### config.mk
export PLATFORM = sky130hd
export DESIGN_NAME = boot_sequencer
export DESIGN_NICKNAME = d
export VERILOG_FILES = /design/src/rtl/boot_sequencer.sv
export SDC_FILE = /design/constraint.sdc
export NUM_CORES = 1
export LEC_CHECK = 0
export ABC_AREA = 1
export CAP_MARGIN = 0
export CELL_PAD_IN_SITES_DETAIL_PLACEMENT = 1
export CELL_PAD_IN_SITES_GLOBAL_PLACEMENT = 1
export CORE_ASPECT_RATIO = 1.1
export CORE_MARGIN = 2
export CORE_UTILIZATION = 45
export CTS_CLUSTER_DIAMETER = 60
export DETAILED_ROUTE_END_ITERATION = 16
export DONT_BUFFER_PORTS = 1
export GPL_ROUTABILITY_DRIVEN = 0
export MAX_ROUTING_LAYER = met4
export PLACE_DENSITY = 0.89
export SLEW_MARGIN = 20
export SYNTH_ARGS = -nofsm -noshare
export SYNTH_HDL_FRONTEND = slang
export SYNTH_SLANG_ARGS = --single-unit
export TNS_END_PERCENT = 10
### constraint.sdc
create_clock -name clk_sys -period 3.8 [get_ports clk_sys]
set_input_delay 0.76 -clock clk_sys [delete_from_list [all_inputs] [get_ports clk_sys]]
set_output_delay 0.76 -clock clk_sys [all_outputs]
set_load 0.01 [all_outputs]
### src/rtl/boot_sequencer.sv
// Boot-image loader: copies NUM_SEG byte segments from a synchronous boot ROM
// over the dn_* download bus, then issues a single execute pulse.
module boot_sequencer #(
  parameter int ADDR_W  = 16,
  parameter int ROM_AW  = 16,
  parameter int LEN_W   = 16,
  parameter int NUM_SEG = 2,
  parameter int ROM_LAT = 1,
  localparam int SEG_W  = (NUM_SEG > 1) ? $clog2(NUM_SEG) : 1
) (
  input  logic                      clk_sys,
  input  logic                      reset_n,
  input  logic                      start,
  input  logic [NUM_SEG*ROM_AW-1:0] seg_src,
  input  logic [NUM_SEG*ADDR_W-1:0] seg_dst,
  input  logic [NUM_SEG*LEN_W-1:0]  seg_len,
  input  logic [ADDR_W-1:0]         exec_addr_in,
  output logic [ROM_AW-1:0]         rom_addr,
  input  logic [7:0]                rom_data,
  output logic                      dn_go,
  output logic                      dn_wr,
  output logic [ADDR_W-1:0]         dn_addr,
  output logic [7:0]                dn_data,
  input  logic                      dn_wait,
  output logic [ADDR_W-1:0]         execute_addr,
  output logic                      execute_enable,
  output logic                      busy,
  output logic                      done,
  output logic [SEG_W-1:0]          seg_index
);

  localparam int WAIT_W = (ROM_LAT > 1) ? $clog2(ROM_LAT) : 1;

  localparam logic [2:0] IDLE  = 3'd0;
  localparam logic [2:0] SEL   = 3'd1;
  localparam logic [2:0] FETCH = 3'd2;
  localparam logic [2:0] WRITE = 3'd3;
  localparam logic [2:0] POST  = 3'd4;
  localparam logic [2:0] EXEC  = 3'd5;

  logic [2:0]        state;
  logic [LEN_W-1:0]  offset;
  logic [LEN_W-1:0]  next_offset;
  logic [WAIT_W-1:0] wait_cnt;
  logic [ROM_AW-1:0] cur_src;
  logic [ADDR_W-1:0] cur_dst;
  logic [LEN_W-1:0]  cur_len;
  logic              last_seg;
  logic              last_byte;

  // Descriptors are read live from the flattened buses for the current segment.
  always_comb begin
    cur_src = '0;
    cur_dst = '0;
    cur_len = '0;
    for (int k = 0; k < NUM_SEG; k++) begin
      if (seg_index == SEG_W'(k)) begin
        cur_src = seg_src[k*ROM_AW +: ROM_AW];
        cur_dst = seg_dst[k*ADDR_W +: ADDR_W];
        cur_len = seg_len[k*LEN_W +: LEN_W];
      end
    end
  end

  assign last_seg    = (seg_index == SEG_W'(NUM_SEG - 1));
  assign last_byte   = (offset == cur_len - LEN_W'(1));
  assign next_offset = offset + LEN_W'(1);

  always_ff @(posedge clk_sys or negedge reset_n) begin
    if (!reset_n) begin
      state          <= IDLE;
      offset         <= '0;
      wait_cnt       <= '0;
      seg_index      <= '0;
      rom_addr       <= '0;
      dn_go          <= 1'b0;
      dn_wr          <= 1'b0;
      dn_addr        <= '0;
      dn_data        <= '0;
      execute_addr   <= '0;
      execute_enable <= 1'b0;
      busy           <= 1'b0;
      done           <= 1'b0;
    end else begin
      dn_wr          <= 1'b0;
      execute_enable <= 1'b0;
      // start wins in every state, restarting from segment 0 without an execute pulse
      if (start) begin
        execute_addr <= exec_addr_in;
        seg_index    <= '0;
        offset       <= '0;
        wait_cnt     <= '0;
        dn_go        <= 1'b1;
        busy         <= 1'b1;
        done         <= 1'b0;
        state        <= SEL;
      end else begin
        case (state)
          IDLE: state <= IDLE;
          SEL: begin
            if (cur_len == '0) begin
              if (last_seg) begin
                execute_enable <= 1'b1;
                dn_go          <= 1'b0;
                busy           <= 1'b0;
                done           <= 1'b1;
                state          <= EXEC;
              end else begin
                seg_index <= seg_index + 1'b1;
              end
            end else begin
              rom_addr <= cur_src + ROM_AW'(offset);
              wait_cnt <= '0;
              state    <= FETCH;
            end
          end
          FETCH: begin
            if (wait_cnt == WAIT_W'(ROM_LAT - 1)) begin
              dn_data <= rom_data;
              dn_addr <= cur_dst + ADDR_W'(offset);
              state   <= WRITE;
            end else begin
              wait_cnt <= wait_cnt + 1'b1;
            end
          end
          WRITE: begin
            if (!dn_wait) begin
              dn_wr <= 1'b1;
              state <= POST;
            end
          end
          POST: begin
            if (last_byte) begin
              offset <= '0;
              if (last_seg) begin
                execute_enable <= 1'b1;
                dn_go          <= 1'b0;
                busy           <= 1'b0;
                done           <= 1'b1;
                state          <= EXEC;
              end else begin
                seg_index <= seg_index + 1'b1;
                state     <= SEL;
              end
            end else begin
              offset   <= next_offset;
              rom_addr <= cur_src + ROM_AW'(next_offset);
              wait_cnt <= '0;
              state    <= FETCH;
            end
          end
          EXEC:    state <= IDLE;
          default: state <= IDLE;
        endcase
      end
    end
  end

endmodule

==> impl_metrics.tcl, run 1 <==
set metrics [dict create \
    outcome "completed" \
    yosysWarnings 0 \
    placedCellCount 1225 \
    clk_path_buf_depth 2 \
    worst_slew_pin_slew_ns 0.882 \
    finalNonFillerCells 1242 \
    grt_use_total 0.285 \
    yosysTopAreaCell "dfrtp_1" \
    antenna_cells 0 \
    slew_viol_final 0 \
    layout-drive-gt1-share 0.0908 \
    drtPass1Iterations 5 \
    synth.area.top_cells "dfrtp_1 (29%), nand2_1 (23%), ha_1 (5.8%), xor2_1 (5.1%), inv_1 (5.0%)" \
    fillerInstances 2020 \
    vias 6932 \
    initial_core_util 0.458 \
    grt_overflow 0 \
    drt-initial-drc-count 323 \
    post-route-period-util 0.950 \
    power_switching_mw 1.42 \
    dp_hpwl_um 16800 \
    crit_path_start_kind "flop" \
    worst_hold_slack_ns 0.0978 \
    cp_data_required_time_ns 4.09 \
    holdCritPathClass "input port to async pin" \
    wl_per_cell_um 17.8 \
    syn_area_um2 6870 \
    yosysUniqueCellTypes 43 \
    fmax_mhz 277 \
    die_w_um 122 \
    coreArea_um2 15000 \
    io_pins 186 \
    syn_area_per_cell_um2 6.55 \
    final.min_clock_period_ns 3.61 \
    ant_nets 0 \
    p_comb_frac 0.316 \
    syn_to_final_growth_pct 7.37 \
    seq_area_frac_synth 0.295 \
    synth_cells 1049 \
    routed_via_density 5.58 \
    ctsHoldBuffers 0 \
    p_seq_frac 0.404 \
    path_class "flop to flop" \
    drc_errors 0 \
    dieHeight_um 134 \
    grt_pass1_wl_um 35800 \
    grt_pass1_vias 7261 \
    die_area_um2 16300 \
    endpoint_kind "flop" \
    antenna_found_initial 0 \
    grt_max_degree 82 \
    switching_share 0.411 \
    hold_viol 0 \
    cp_data_arrival_time_ns 3.90 \
    internal_power_mw 2.03 \
    cts_buffers 9 \
    synth_nets 1207 \
    clk_pin_slew_worst_paths_ns 0.07 \
    finClkSkew_ns 0.00491 \
    clk-insertion-delay-late_ns 0.35 \
    cts-root-buf "clkbuf_16" \
    ir_drop_mv 0.269 \
    p_clk_frac 0.280 \
    power.density_nw_per_um2 468 \
    synth-seq-cells 81 \
    setup_viol 0 \
    wl_um 22100 \
    cts_tree "built" \
    rows 47 \
    slew_headroom 0.412 \
    p_leak_nw 3.85 \
    crit_fanout 5 \
    h-tree-depth 3 \
    maxCapViolCount 0 \
    port_buffers 0 \
    nets 1199 \
    numClockSinks 81 \
    synth_top_area_frac 0.295 \
]
## logic make-up (layout without fill, tap and decap cells)
| group | Yosys count | count (layout) | share of synthesized area |
|---|---|---|---|
| fa+ha+maj | 34 | 34 | 0.0641 |
| simple gates | 647 | 647 | 0.414 |
| flops | 81 | 81 | 0.295 |
| buf+inv | 132 | 129 | 0.0810 |
| xor+xnor | 46 | 46 | 0.0586 |
| compound gates | 109 | 109 | 0.0869 |
## worst max-delay path: stages, from the launching register on
cell     delay (ns)
dfrtp_2        0.45
ha_1           0.21
nand3_1        0.17
nor3_4         0.28
nand4_1        0.16
nor2_1         0.12
nand2_1        0.09
nor2_1         0.17
xor2_1         0.21
nor2_1         0.07
nor2_1         0.18
inv_1          0.07
ha_2           0.39
inv_1          0.09
nor3_1         0.25
nand2_1        0.09
o21ai_1        0.16
xor2_1         0.18
nand4_1        0.12
nand2_1        0.10
## worst paths after layout
path / slack (ns) / to / cells after the start / start
max in group asynchronous: 3.51 / dn_addr[1] / 0 / reset_n
setup / recovery: 0.19 / rom_addr[14] / 19 / offset[1]
setup reg to reg: 0.19 / rom_addr[14] / 19 / offset[1]
min in group clk_sys: 0.47 / dn_wr / 1 / dn_wait
hold reg to reg: 0.54 / rom_addr[13] / 2 / rom_addr[13]
hold / removal: 0.1 / dn_addr[12] / 0 / reset_n
## through the flow
stage               setup WS [ns]  TNS (ns)   util  total power [mW]  area, um2
CTS                        0.0988         0  0.490              3.46       7350
floorplan                   0.516         0      -              2.20       6870
global route              -0.0136   -0.0153  0.492              3.67       7380
global placement            0.365         0  0.469              2.42       7030
finish                      0.190         0  0.492              3.45       7380
detailed placement          0.176         0  0.469              2.48       7030
## timing repair
action,4_1_cts,5_1_grt
resized for setup,1,7
setup endpoints to repair,1,3
pin swaps,0,1
buffers inserted,0,1
## power groups by stage
stage	Combinational, mW	Sequential (mW)	Clock, mW
floorplan	0.860	1.34	0
global placement	1.02	1.41	0
detailed placement	1.07	1.41	0
CTS	1.09	1.40	0.977
global route	1.24	1.42	1.01
finish	1.09	1.39	0.967
## per-layer routing
layer | track usage | vias to the layer above | wire length [um]
met5 | - | - | 0
met1 | 0.332 | 3364 | 9010
met3 | 0.0514 | 55 | 973
met4 | 0.0996 | 0 | 667
met2 | 0.491 | 179 | 11400
li1 | - | 3334 | -
## cell usage in the layout (no fill, tap or decap), types with 3 or more instances in the layout
master	Yosys	routed
dfrtp_1	81	77
clkinv_1	4	4
inv_1	92	92
o31ai_1	4	4
xnor2_1	6	6
nand3_1	61	61
and2_1	3	3
o21ai_1	2	3
nor3_1	10	7
nor2_4	7	7
or2_2	4	4
a21oi_1	38	38
a21boi_0	3	3
o22ai_1	9	9
nand2_1	427	427
dfrtp_2	0	4
nand3_2	6	6
o21ai_0	42	41
ha_1	32	31
nand2_2	25	25
buf_4	3	12
a31oi_1	5	5
nand3b_1	5	5
nor2_1	60	60
nor2_2	7	7
nand3_4	3	3
nand4_1	24	24
xor2_1	40	40
inv_2	5	5
clkbuf_16	0	9
## synthesized netlist by cell type (all sizes together)
library cell and number:
a21boi 3, a21o 1, a21oi 39, a22oi 1, a31oi 5, and2 3
and3 1, buf 13, clkbuf 18, clkinv 4, dfrtp 81, fa 2
ha 32, inv 97, nand2 454, nand3 70, nand3b 5, nand4 24
nor2 74, nor3 10, nor4 2, o211ai 1, o21a 1, o21ai 44
o21bai 1, o22ai 9, o31ai 4, or2 4, xnor2 6, xor2 40
## state kept, by name, indices dropped and copies added (netlist names), 3 cells and up
register and flops:
offset 16, state 3, execute_addr 16, dn_data 8, dn_addr 16, rom_addr 16
## cell type report
| cell class | instances | area (um2) | area share |
|---|---|---|---|
| clock buffer | 10 | 229 | 0.0310 |
| inverter | 101 | 379 | 0.0514 |
| sequential | 81 | 2030 | 0.275 |
| timing repair buffer | 12 | 90.1 | 0.0122 |
| multi-input combinational | 836 | 4310 | 0.584 |
| clock inverter | 6 | 91.3 | 0.0124 |
| tap | 196 | 245 | 0.0332 |
(Power assumes the default switching activity.)
==> run 2: changes to the inputs <==
--- a/config.mk
+++ b/config.mk
@@ -5,19 +5,20 @@
 export SDC_FILE = /design/constraint.sdc
 export NUM_CORES = 1
 export LEC_CHECK = 0
-export ABC_AREA = 1
-export CAP_MARGIN = 0
+export ABC_AREA = 0
+export CAP_MARGIN = 30
 export CELL_PAD_IN_SITES_DETAIL_PLACEMENT = 1
 export CELL_PAD_IN_SITES_GLOBAL_PLACEMENT = 1
 export CORE_ASPECT_RATIO = 1.1
 export CORE_MARGIN = 2
-export CORE_UTILIZATION = 45
+export CORE_UTILIZATION = 49
 export CTS_CLUSTER_DIAMETER = 60
 export DETAILED_ROUTE_END_ITERATION = 16
 export DONT_BUFFER_PORTS = 1
 export GPL_ROUTABILITY_DRIVEN = 0
 export MAX_ROUTING_LAYER = met4
 export PLACE_DENSITY = 0.89
+export REMOVE_ABC_BUFFERS = 1
 export SLEW_MARGIN = 20
 export SYNTH_ARGS = -nofsm -noshare
 export SYNTH_HDL_FRONTEND = slang
==> impl_metrics.tcl, run 2 <==
set metrics [dict create \
    cts-root-buf "clkbuf_16" \
    slew_headroom 0.617 \
    rsz0062_at_grt "true" \
    hold_viol 0 \
    drc_errors 0 \
    port_buffers 0 \
    holdCritPathClass "input port to async pin" \
    yosysUniqueCellTypes 69 \
    tns_ns 0 \
    cts_buffers 9 \
    fin_util 0.541 \
    clk_path_buf_depth 2 \
    ant_nets 0 \
    clk-insertion-delay-late_ns 0.35 \
    cpLargestDelayFamily "compound AO/OA/AOI/OAI gates" \
    die_area_um2 13800 \
    drtPass1Iterations 5 \
    multiInputGateArea_um2 4080 \
    fillerInstances 1408 \
    r2r-start "state[0]" \
    path_class "flop to flop" \
    cp_slowest_cell "dfrtp_1" \
    synth_top_area_frac 0.322 \
    antenna_found_initial 1 \
    synth_edf_count 0 \
    grt_overflow 0 \
    layout_setup_ws_ns 0.136 \
    finalNonFillerCells 812 \
    grt_util_met2 0.498 \
    async_reset_ff_frac 1.00 \
    die_w_um 112 \
    layout-drive-gt1-share 0.196 \
    endpoint_kind "flop" \
    io_pins 186 \
    synth.area.top_cells "dfrtp_1 (32%), mux2_2 (11%), ha_1 (6.4%), xnor2_1 (5.7%), o21ai_0 (4.5%)" \
    grt_use_total 0.283 \
    synth_cells 655 \
    r2r_slack_ns 0.14 \
    cpPeakStageDelay_ns 0.51 \
    clk_pin_slew_worst_paths_ns 0.07 \
    routed_via_density 6.52 \
    grt_max_degree 82 \
    fmax_mhz 273 \
    ir_drop_mv 0.267 \
    netlist_top_cells_count "dfrtp_1 (81), mux2_2 (61), o21ai_0 (57), nand2_1 (43), xnor2_1 (41)" \
    synthFlopType "dfrtp_1" \
    met3_usage 0.0533 \
    cp_data_required_time_ns 4.03 \
    r2r_cells 12 \
    p_total_mw 2.61 \
    h-tree-depth 3 \
    drt-initial-drc-count 292 \
    p_leak_nw 2.80 \
    finClkSkew_ns 0.00954 \
    path_cells "nor3_4 > nand4_1 > xnor2_1 > ha_1 > o21ai_0 > o21ai_0 > a311oi_2 > nor3b_1 > o21ai_1 > a211oi_1 > a211oi_1 > mux2_4" \
    grt_pass1_wl_um 29900 \
    setup_viol 0 \
    yosysWarnings 0 \
    final_area_um2 6810 \
    nets 807 \
    slew_viol_final 0 \
    cp_data_arrival_time_ns 3.90 \
    initial_core_util 0.500 \
    crit_path_start_kind "flop" \
    numClockSinks 81 \
    use_met1 0.322 \
    vias 5293 \
    grt_busiest_layer "met2" \
    yosysTopAreaCell "dfrtp_1" \
    seq_area_frac_synth 0.322 \
    maxCapViolCount 0 \
    dpl_cell_area_um2 6460 \
    syn_area_um2 6290 \
    placedCellCount 795 \
    worst_hold_slack_ns 0.0971 \
    power.density_nw_per_um2 383 \
    rows 43 \
    seqCellArea_um2 2030 \
    dp_hpwl_um 13300 \
    outcome "completed" \
    final_common_cell "dfrtp_1" \
    wl_um 18900 \
    grt_pass1_vias 5846 \
    post-route-period-util 0.964 \
    syn_area_per_cell_um2 9.60 \
    crit_buf_inv 0 \
    final.min_clock_period_ns 3.66 \
    wl_per_cell_um 23.3 \
    final_cell_mix "dfrtp_1 (77), mux2_2 (61), o21ai_0 (56)" \
    worst_slew_pin_slew_ns 0.570 \
    synth_most_common_cell "dfrtp_1" \
    dpl_worst_slack_ns -0.0485 \
    r2r-end "rom_addr[15]" \
    dieHeight_um 123 \
    synth-seq-cells 81 \
    cts_tree "built" \
    crit_fanout 7 \
    syn_to_final_growth_pct 8.32 \
    coreArea_um2 12600 \
]
[run 2: kinds of logic (layout without fill, tap and decap cells)]
family	Yosys count	in the layout	share of synthesized area
mux	88	88	0.159
buf+inv	50	49	0.0366
simple gates	204	204	0.180
compound gates	140	140	0.151
flops	81	81	0.322
other cells	0	1	0
fa+ha+maj	34	34	0.0700
xor+xnor	58	58	0.0808
[run 2: where the power goes]
group	switching [mW]	internal (mW)	total, mW
clock	0.407	0.519	0.926
combinational	0.209	0.242	0.451
sequential	0.209	1.03	1.23
total	0.826	1.79	2.61
[run 2: worst reg2reg max path: cells and delay by family, from the launching register on]
| kind | cells | cell delay, ns |
|---|---|---|
| DFF | 1 | 0.51 |
| and+or+nand+nor | 3 | 0.84 |
| AOI/OAI and AO/OA | 6 | 1.33 |
| xor gates and xnor gates | 1 | 0.21 |
| muxes | 1 | 0.28 |
| adders and majority gates | 1 | 0.38 |
[run 2: metal layers]
| layer | wire, um | share of wire | vias to the layer above |
|---|---|---|---|
| met1 | 7480 | 0.40 | 2640 |
| met5 | 0 | 0 | - |
| met3 | 1140 | 0.060 | 48 |
| li1 | - | - | 2390 |
| met4 | 577 | 0.030 | 0 |
| met2 | 9720 | 0.51 | 215 |
[run 2: how the worst max path moves through the flow]
stage / endpoint / startpoint / cells after the start
floorplan: rom_addr[10] / seg_index / 10
global placement: rom_addr[15] / offset[1] / 14
detailed placement: rom_addr[15] / offset[1] / 14
CTS: rom_addr[12] / state[2] / 14
global route: rom_addr[15] / offset[1] / 14
finish: rom_addr[15] / state[0] / 12
[run 2: area by class of cell]
type	count	share of cell area
Multi-Input combinational cell	524	0.599
Sequential cell	81	0.298
Clock buffer	10	0.0336
Tap cell	157	0.0288
Timing Repair Buffer	14	0.0191
Clock inverter	6	0.0107
Inverter	19	0.0105
Antenna cell	1	0.000367
[run 2: repair_timing]
action	in CTS	in global routing
setup buffers	0	0
endpoints found under the setup margin	4	17
hold buffers	0	0
pin swaps	0	1
resized for setup	6	8
